[src/rtl/krnl_partialknn_local_sp_reader_pkg.sv]
// Shared definitions for the local search-point reader.
//   - rd_state_e  : sweep FSM encoding
//   - fifo_depth(): output FIFO depth needed to cover a given memory read latency
//   - default data/address widths for the local SP memory
package krnl_partialknn_local_sp_reader_pkg;

    localparam int DEFAULT_DATA_WIDTH = 256;
    localparam int DEFAULT_ADDR_WIDTH = 11;

    typedef enum logic [1:0] {
        ST_IDLE  = 2'd0,
        ST_RUN   = 2'd1,
        ST_DRAIN = 2'd2,
        ST_DONE  = 2'd3
    } rd_state_e;

    // One slot per read in the memory pipeline, one for the word held at the
    // output, and one spare so a full pipeline can stream at one word per cycle.
    function automatic int fifo_depth(input int read_latency);
        return read_latency + 2;
    endfunction

endpackage

[src/rtl/krnl_partialknn_local_sp_reader_fifo.sv]
// Register-based output FIFO for the SP reader.
// Ports:
//   clk_i, rst_i        : clock, async active-high reset (pointers and count)
//   push_i, push_data_i : write a word
//   pop_i               : remove the head word (ignored when empty)
//   pop_data_o          : head word, zero when empty
//   count_o             : words currently held
// Push and pop in the same cycle leave the count unchanged, also when full.
module krnl_partialknn_local_sp_reader_fifo #(
    parameter int Depth = 3,
    parameter int Width = 256
) (
    input  logic                         clk_i,
    input  logic                         rst_i,
    input  logic                         push_i,
    input  logic [Width-1:0]             push_data_i,
    input  logic                         pop_i,
    output logic [Width-1:0]             pop_data_o,
    output logic [$clog2(Depth+1)-1:0]   count_o
);

    localparam int PtrW = (Depth > 1) ? $clog2(Depth) : 1;
    localparam int CntW = $clog2(Depth + 1);

    logic [Width-1:0] mem_q [Depth];
    logic [PtrW-1:0]  wr_ptr_q, rd_ptr_q;
    logic [CntW-1:0]  count_q, count_d;
    logic             do_pop;

    function automatic logic [PtrW-1:0] ptr_inc(input logic [PtrW-1:0] p);
        return (p == PtrW'(Depth - 1)) ? '0 : p + 1'b1;
    endfunction

    assign do_pop = pop_i && (count_q != '0);

    always_comb begin
        count_d = count_q;
        case ({push_i, do_pop})
            2'b10:   count_d = count_q + 1'b1;
            2'b01:   count_d = count_q - 1'b1;
            default: count_d = count_q;
        endcase
    end

    always_ff @(posedge clk_i or posedge rst_i) begin
        if (rst_i) begin
            wr_ptr_q <= '0;
            rd_ptr_q <= '0;
            count_q  <= '0;
        end else begin
            if (push_i) wr_ptr_q <= ptr_inc(wr_ptr_q);
            if (do_pop) rd_ptr_q <= ptr_inc(rd_ptr_q);
            count_q <= count_d;
        end
    end

    // Storage needs no reset: nothing is visible until count_q says so.
    always_ff @(posedge clk_i) begin
        if (push_i) mem_q[wr_ptr_q] <= push_data_i;
    end

    assign pop_data_o = (count_q != '0) ? mem_q[rd_ptr_q] : '0;
    assign count_o    = count_q;

endmodule

[src/rtl/krnl_partialknn_local_sp_reader.sv]
// Local search-point reader: sweeps num_words consecutive words of the local
// SP memory starting at base_addr and streams them, in address order, to the
// distance pipeline over a valid/ready handshake.
// Ports:
//   clk_i, rst_i            : clock, async active-high reset
//   start_i                 : sweep launch pulse (accepted only when idle)
//   base_addr_i, num_words_i: sweep window, captured on an accepted start
//   busy_o, done_o          : sweep in progress / one-cycle completion pulse
//   address0_o, ce0_o, q0_i : local SP memory read port
//   out_data_o, out_valid_o, out_ready_i : output stream
//
// state    | meaning
// ---------+-----------------------------------------------------------
// ST_IDLE  | waiting for start
// ST_RUN   | issuing reads, gated by FIFO credit
// ST_DRAIN | all reads issued, waiting for the last word to transfer
// ST_DONE  | one-cycle finish; done_o pulses here, or in the following
//          | cycle for a zero-length sweep (which still shows busy for
//          | one cycle so the caller sees the sweep happen)
module krnl_partialknn_local_sp_reader
    import krnl_partialknn_local_sp_reader_pkg::*;
#(
    parameter int DataWidth    = DEFAULT_DATA_WIDTH,
    parameter int AddressWidth = DEFAULT_ADDR_WIDTH,
    parameter int ReadLatency  = 1
) (
    input  logic                    clk_i,
    input  logic                    rst_i,
    input  logic                    start_i,
    input  logic [AddressWidth-1:0] base_addr_i,
    input  logic [AddressWidth:0]   num_words_i,
    output logic                    busy_o,
    output logic                    done_o,
    output logic [AddressWidth-1:0] address0_o,
    output logic                    ce0_o,
    input  logic [DataWidth-1:0]    q0_i,
    output logic [DataWidth-1:0]    out_data_o,
    output logic                    out_valid_o,
    input  logic                    out_ready_i
);

    localparam int FifoDepth = fifo_depth(ReadLatency);
    localparam int FifoCntW  = $clog2(FifoDepth + 1);
    localparam int CreditW   = FifoCntW + 1;
    localparam int NumW      = AddressWidth + 1;

    rd_state_e               state_q;
    logic                    busy_q, done_q;
    logic [AddressWidth-1:0] base_q, last_addr_q, addr_now;
    logic [NumW-1:0]         num_q, issued_q;
    logic [ReadLatency-1:0]  vld_q;
    logic [FifoCntW-1:0]     fifo_count;
    logic [CreditW-1:0]      outstanding, credit_used;
    logic [DataWidth-1:0]    fifo_data;
    logic                    issue, pop, out_valid, last_xfer;

    // Reads still travelling through the memory pipeline.
    always_comb begin
        outstanding = '0;
        for (int i = 0; i < ReadLatency; i++) begin
            outstanding = outstanding + CreditW'(vld_q[i]);
        end
    end

    // Every in-flight read already owns a FIFO slot, so back-pressure of any
    // length can never overflow the FIFO.
    assign credit_used = outstanding + CreditW'(fifo_count);
    assign issue       = (state_q == ST_RUN) && (issued_q < num_q)
                         && (credit_used < CreditW'(FifoDepth));
    assign addr_now    = base_q + issued_q[AddressWidth-1:0];

    assign out_valid   = (fifo_count != '0);
    assign pop         = out_valid && out_ready_i;
    assign last_xfer   = (state_q == ST_DRAIN) && pop
                         && (fifo_count == FifoCntW'(1)) && (outstanding == '0);

    always_ff @(posedge clk_i or posedge rst_i) begin
        if (rst_i) begin
            vld_q <= '0;
        end else begin
            vld_q[0] <= issue;
            for (int i = 1; i < ReadLatency; i++) begin
                vld_q[i] <= vld_q[i-1];
            end
        end
    end

    always_ff @(posedge clk_i or posedge rst_i) begin
        if (rst_i) begin
            state_q     <= ST_IDLE;
            busy_q      <= 1'b0;
            done_q      <= 1'b0;
            base_q      <= '0;
            num_q       <= '0;
            issued_q    <= '0;
            last_addr_q <= '0;
        end else begin
            if (issue) begin
                issued_q    <= issued_q + 1'b1;
                last_addr_q <= addr_now;
            end
            case (state_q)
                ST_IDLE: begin
                    done_q <= 1'b0;
                    if (start_i) begin
                        base_q   <= base_addr_i;
                        num_q    <= num_words_i;
                        issued_q <= '0;
                        busy_q   <= 1'b1;
                        state_q  <= (num_words_i == '0) ? ST_DONE : ST_RUN;
                    end
                end
                ST_RUN: begin
                    if (issue && (issued_q + 1'b1 == num_q)) state_q <= ST_DRAIN;
                end
                ST_DRAIN: begin
                    if (last_xfer) begin
                        state_q <= ST_DONE;
                        busy_q  <= 1'b0;
                        done_q  <= 1'b1;
                    end
                end
                ST_DONE: begin
                    // Still busy here only on the zero-length path.
                    state_q <= ST_IDLE;
                    done_q  <= busy_q;
                    busy_q  <= 1'b0;
                end
                default: state_q <= ST_IDLE;
            endcase
        end
    end

    krnl_partialknn_local_sp_reader_fifo #(
        .Depth (FifoDepth),
        .Width (DataWidth)
    ) u_fifo (
        .clk_i       (clk_i),
        .rst_i       (rst_i),
        .push_i      (vld_q[ReadLatency-1]),
        .push_data_i (q0_i),
        .pop_i       (pop),
        .pop_data_o  (fifo_data),
        .count_o     (fifo_count)
    );

    assign busy_o      = busy_q;
    assign done_o      = done_q;
    assign ce0_o       = issue;
    assign address0_o  = issue ? addr_now : last_addr_q;
    assign out_valid_o = out_valid;
    assign out_data_o  = fifo_data;

endmodule

[config.mk]
export PLATFORM = sky130hd
export DESIGN_NAME = krnl_partialknn_local_sp_reader
export DESIGN_NICKNAME = d
export VERILOG_FILES = /design/src/rtl/krnl_partialknn_local_sp_reader_pkg.sv /design/src/rtl/krnl_partialknn_local_sp_reader_fifo.sv /design/src/rtl/krnl_partialknn_local_sp_reader.sv
export SDC_FILE = /design/constraint.sdc
export NUM_CORES = 1
export LEC_CHECK = 0
export ABC_AREA = 1
export BUFFER_PORTS_ARGS = -buffer_cell sky130_fd_sc_hd__buf_2
export CAP_MARGIN = 20
export CORE_MARGIN = 8
export CORE_UTILIZATION = 25
export CTS_CLUSTER_SIZE = 24
export DETAILED_ROUTE_END_ITERATION = 10
export SETUP_SLACK_MARGIN = 0.3
export SKIP_LAST_GASP = 1
export SYNTH_ARGS = -nofsm -noshare
export SYNTH_HDL_FRONTEND = slang
export SYNTH_SLANG_ARGS = --single-unit
[constraint.sdc]
create_clock -name clk_i -period 24.2 [get_ports clk_i]
set_clock_uncertainty 0.2 [all_clocks]
set_input_delay 3.63 -clock clk_i [delete_from_list [all_inputs] [get_ports clk_i]]
set_output_delay 3.63 -clock clk_i [all_outputs]
set_load 0.02 [all_outputs]
==> impl_metrics.tcl, run 1 <==
set metrics [dict create \
    tightest_slew_ns 1.05 \
    dr.pass1.iters 5 \
    cts_made_buffers 90 \
    synth_fp_nets 3204 \
    pre_cts_ws_ns 16.29 \
    slowest_delay_ns 0.81 \
    grt_use_total_pct 11.7 \
    syn_area_um2 33300 \
    cts_hold_buf 0 \
    cts_resized 0 \
    nNetsFinal 3755 \
    final.period_utilization_pct 35.0 \
    grt_setup_unrepaired "no" \
    yosysTopAreaCellShare_pct 69.3 \
    area_growth_pct 22.9 \
    max_slew_margin_pct 29.8 \
    critPathArrivalTime_ns 4.65 \
    synthTopCellsByCount "nand2_1 (1147), edfxtp_1 (768), inv_1 (316)" \
    grt_pass1_vias 21800 \
    yosys-top-cells-area "edfxtp_1 (69%), nand2_1 (13%), nand3_1 (4.3%), dfrtp_1 (4.3%), inv_1 (3.6%)" \
    yosys_warnings 0 \
    coreArea_um2 133000 \
    synth_edf_count 768 \
    leakage_nw 17.5 \
    die_w_um 381 \
    finalCoreUtilization_pct 30.8 \
    initial_utilization_pct 25.0 \
    fin_area_um2 40900 \
    period_needed_ns 8.48 \
    timing.final.ws_setup_ns 15.72 \
    crit_type "register to output port" \
    crit_path_top_delay_cell "dfrtp_4" \
    syn_inst 2887 \
    drtIter0Drc 1375 \
    place.gp.congestion 0.779 \
    dp_hpwl_um 55800 \
    status "finished, final reports clean" \
    start_kind "register" \
    synthArstFlopShare_pct 6.91 \
    yosys.cell_count.top_type "nand2_1" \
    hold_violations 0 \
    yosys.area.top_type "edfxtp_1" \
    cts_tree "built" \
    p_per_area_nw_per_um2 129 \
    cap_viol_max_count 0 \
    wl_per_cell_um 16.7 \
    peakVddDrop_uv 96.2 \
    io_buffers 553 \
    cts_root_buf "clkbuf_16" \
    die_h_um 381 \
    rows 134 \
    num-fill-cells 13500 \
    drc_errors 0 \
    required_ns 20.37 \
    numClockSinks 825 \
    ios 554 \
    cts.reportedPaths.clkPinSlew_ns 0.06 \
    cts_htree_levels 3 \
    setup_violations 0 \
    final_antenna_net_count 0 \
    fin_total_pwr_mw 5.27 \
    synth_cell_type_count 30 \
    max_freq_ghz 0.118 \
    synthFlopType "edfxtp_1" \
    setup_tns_ns 0 \
    clock_path_buffers 3 \
    critPathCaptureType "output port" \
    ys_seq_elements 825 \
    cts_setup_buffers 0 \
    drt-total-wl_um 88500 \
    yosysSeqAreaShare_pct 73.6 \
    clock_latency_ns 0.67 \
    avgSynthCellArea_um2 11.5 \
    routed_via_density 4.15 \
    grt-ovfl-total 0 \
    min_path_type "register to register" \
    worstPathCellList "nor2_4 > buf_4 > buf_4 > nand2_1 > nand3_1 > nand2_1 > inv_1 > buf_2" \
    final_max_slew_viol_count 0 \
    via_count 22000 \
    r2r_slack_ns 20.66 \
    grt_max_degree 149 \
    drive_gt1_share_pct 21.0 \
    cp_max_fo 65 \
    grt_antenna_before_repair 34 \
    placed_area_um2 38000 \
    die_area_um2 145000 \
    grt_pass1_wl_um 132000 \
]
## per-layer routing
metal | part of all wire, % | global-route usage, %
met1 | 41 | 14.2
met4 | 2.4 | 4.03
met2 | 49 | 19.5
met5 | 0.16 | 0
met3 | 7.2 | 3.76
## worst paths after layout
| check | from | endpoint | cells past startpoint |
|---|---|---|---|
| worst max-delay path | u_fifo.rd_ptr_q[1] | out_data_o[101] | 8 |
| worst min-delay path | base_q[0] | base_q[0] | 2 |
| worst max register to register | vld_q | u_fifo.mem_q[2][5] | 5 |
| worst min register to register | base_q[0] | base_q[0] | 2 |
| max in group asynchronous | rst_i | u_fifo.rd_ptr_q[1] | 3 |
| min in group asynchronous | rst_i | issued_q[5] | 3 |
## area by class of cell
| cell class | count | area, um^2 | share of cell area [%] |
|---|---|---|---|
| clock inverter | 55 | 452 | 1.11 |
| clock buffer | 108 | 2360 | 5.78 |
| inverter | 319 | 1200 | 2.95 |
| timing repair buffer | 583 | 3010 | 7.36 |
| tap | 1768 | 2210 | 5.41 |
| sequential | 825 | 24500 | 59.9 |
| antenna | 22 | 55.1 | 0.135 |
| multi-input combinational | 1619 | 7080 | 17.3 |
## logic make-up (layout without fill, tap and decap cells)
| group | Yosys count | after routing | synth area share (%) |
|---|---|---|---|
| and+or+nand+nor | 1489 | 1489 | 18.2 |
| DFF | 825 | 825 | 73.6 |
| buffers and inverters | 443 | 1065 | 5.18 |
| AOI/OAI and AO/OA | 81 | 81 | 1.28 |
| adders and majority gates | 34 | 34 | 1.30 |
| xor gates and xnor gates | 13 | 13 | 0.342 |
| muxes | 2 | 2 | 0.0677 |
| other | 0 | 22 | 0 |
## worst max-delay path, delay by kind of cell (launching register included)
kind / cells / cell delay [ns]
buffers and inverters: 4 / 1.95
flip-flops: 1 / 0.81
AND/OR/NAND/NOR: 4 / 1.07
## power by group
group | switching (mW) | total [mW] | internal, mW
clock | 0.560 | 1.31 | 0.752
combinational | 1.49 | 2.07 | 0.578
sequential | 0.0907 | 1.88 | 1.79
## flip-flops by register name, indices dropped and copies added, names as in the netlist, 2 cells and up
signal	flops
base_q	11
issued_q	12
u_fifo.mem_q	768
u_fifo.count_o	2
u_fifo.rd_ptr_q	2
state_q	2
num_q	12
u_fifo.wr_ptr_q	2
last_addr_q	11
## cells in the final DEF, fill, tap and decap left out, drive strengths merged, types with 8 or more instances in the layout
cell | synthesis | final
a21oi | 24 | 24
buf | 53 | 583
clkbuf | 71 | 108
clkinv | 2 | 42
dfrtp | 57 | 57
diode | 0 | 22
edfxtp | 768 | 768
ha | 33 | 33
inv | 317 | 323
nand2 | 1154 | 1154
nand3 | 289 | 289
nand4 | 8 | 8
nor2 | 27 | 27
nor3 | 9 | 9
o21ai | 46 | 46
xor2 | 9 | 9
## per-stage QoR
stage	hold slack [ns]	cells
2_1_floorplan	0.255	2887
3_3_place_gp	0.270	5114
3_5_place_dp	0.280	5114
4_1_cts	0.292	5277
5_1_grt	0.310	5288
6_report	0.286	5299
Power figures use the tool's default switching activity.
==> run 2: changes to the inputs <==
clock period = 8.8 ns   (was 24.2 ns; I/O delays follow)
==> run 2 against run 1 <==
Die area is the same. Wire length grew 0.66%. Clock-buffer cell count grew 11. First-iteration DRC count grew 1.0%. Clock power grew to 2.9 times the previous value. Critical path depth shrank 1. Critical endpoint is now out_data_o[143].
==> impl_metrics.tcl, run 2 (same netlist as run 1, synthesis figures left out) <==
set metrics [dict create \
    place.gp.congestion 0.770 \
    critPathArrivalTime_ns 4.04 \
    die_area_um2 145000 \
    fin_total_pwr_mw 14.7 \
    rows 134 \
    wl_per_cell_um 16.8 \
    max_slew_margin_pct 27.1 \
    dp_hpwl_um 55400 \
    nNetsFinal 3757 \
    initial_utilization_pct 25.0 \
    top_regs "u_fifo.mem_q: 768 flops, issued_q: 12 flops, num_q: 12 flops" \
    die_w_um 381 \
    grt_antenna_before_repair 51 \
    cts_hold_buf 0 \
    crit_path_top_delay_cell "dfrtp_4" \
    coreArea_um2 133000 \
    drtIter0Drc 1389 \
    tightest_slew_ns 1.09 \
    critPathCaptureType "output port" \
    r2r-start "u_fifo.wr_ptr_q[0]" \
    required_ns 7.28 \
    slowest_delay_ns 1.09 \
    cts.reportedPaths.clkPinSlew_ns 0.07 \
    hold-path-endpoint "base_q[5]" \
    clock_path_buffers 3 \
    drive_gt1_share_pct 21.1 \
    clock_latency_ns 0.68 \
    hold_violations 0 \
    min-delay-start "base_q[5]" \
    met1_usage_pct 14.1 \
    cts_htree_levels 3 \
    critPathBufInv 4 \
    max_flop_register "u_fifo.mem_q" \
    final_max_slew_viol_count 0 \
    r2r_cells 4 \
    cap_viol_max_count 0 \
    cts_setup_buffers 0 \
    start_kind "register" \
    grt_setup_unrepaired "no" \
    met3_usage_pct 3.92 \
    grt-ovfl-total 0 \
    placed_area_um2 38000 \
    status "finished, final reports clean" \
    largest_reg_flops 768 \
    drt-total-wl_um 89100 \
    final_antenna_net_count 0 \
    final_common_cell "nand2_1" \
    final.period_utilization_pct 63.2 \
    ios 554 \
    grt_max_degree 128 \
    worstPathCellList "buf_4 > buf_4 > nand2_1 > nand3_1 > nand2_1 > inv_1 > buf_2" \
    via_count 22200 \
    max_freq_ghz 0.180 \
    period_needed_ns 5.56 \
    peakVddDrop_uv 264 \
    cts_root_buf "clkbuf_16" \
    grt_use_total_pct 11.8 \
    die_h_um 381 \
    numClockSinks 825 \
    hold_depth 2 \
    io_buffers 553 \
    final_cell_mix "nand2_1 (1147), edfxtp_1 (768), buf_2 (553)" \
    cp_max_fo 79 \
    cp_top_family "buffers and inverters" \
    leakage_nw 17.5 \
    r2r_slack_ns 5.85 \
    fin_area_um2 41100 \
    area_growth_pct 23.5 \
    grt_pass1_wl_um 133000 \
    p_per_area_nw_per_um2 357 \
    min_path_type "register to register" \
    cts_resized 0 \
    drc_errors 0 \
    cts_tree "built" \
    use_met2_pct 19.6 \
    grt_busiest_layer "met2" \
    setup_violations 0 \
    grt_pass1_vias 22000 \
    routed_via_density 4.19 \
    r2r-end "u_fifo.mem_q[1][233]" \
    cts_made_buffers 92 \
    crit_type "register to output port" \
    dr.pass1.iters 5 \
]
run 2: cell types whose count changed in the layout (fill, tap and decap cells not counted), sizes merged:
cell,change
clkinvlp,+1
clkinv,-17
clkbuf,+11
inv,+4
bufinv,+2
diode,+9
run 2: per-stage QoR:
step                      utilization [%]  cells  hold WS [ns]  setup slack, ns  setup TNS [ns]
after floorplan                         -   2887         0.255            -2.53        -1857.97
after global placement               28.6   5114         0.253             3.90               0
after detailed placement             28.6   5114         0.276             3.87               0
after CTS                            30.9   5278         0.291             3.06               0
after global routing                 30.9   5294         0.305             2.90               0
final                                30.9   5309         0.283             3.24               0
run 2: cell type report:
| cell class | count | area, um^2 |
|---|---|---|
| antenna | 31 | 77.6 |
| clock buffer | 119 | 2480 |
| clock inverter | 45 | 477 |
| fill | 13500 | 91700 |
| inverter | 319 | 1200 |
| multi-input combinational | 1619 | 7100 |
| sequential | 825 | 24500 |
| tap | 1768 | 2210 |
| timing repair buffer | 583 | 3030 |
run 2: how the worst max path moves through the flow:
stage	from	depth (start not counted)	end
3_3_place_gp	u_fifo.rd_ptr_q[1]	7	out_data_o[103]
3_5_place_dp	u_fifo.rd_ptr_q[1]	7	out_data_o[143]
4_1_cts	u_fifo.rd_ptr_q[1]	7	out_data_o[143]
6_report	u_fifo.rd_ptr_q[1]	7	out_data_o[143]
5_1_grt	u_fifo.rd_ptr_q[1]	7	out_data_o[166]
2_1_floorplan	vld_q	3	u_fifo.wr_ptr_q[0]
run 2: worst register-to-register path: cells and delay by family, from the launching register on:
family                 cells  cell delay (ns)
buffers and inverters      3             1.34
DFF                        1             0.46
and+or+nand+nor            1             0.20
run 2: layer usage:
layer	wire (um)	vias up	share of wire, %
li1	-	10700	-
met1	36700	10700	41
met2	42800	622	48
met3	6750	166	7.6
met4	2600	34	2.9
met5	213	-	0.24
run 2: where the power goes:
part	leakage, nW	switching (mW)	internal, mW
clock network	1.43	1.55	2.20
logic	8.43	4.13	1.60
registers	7.68	0.261	4.92
total	17.5	5.94	8.72
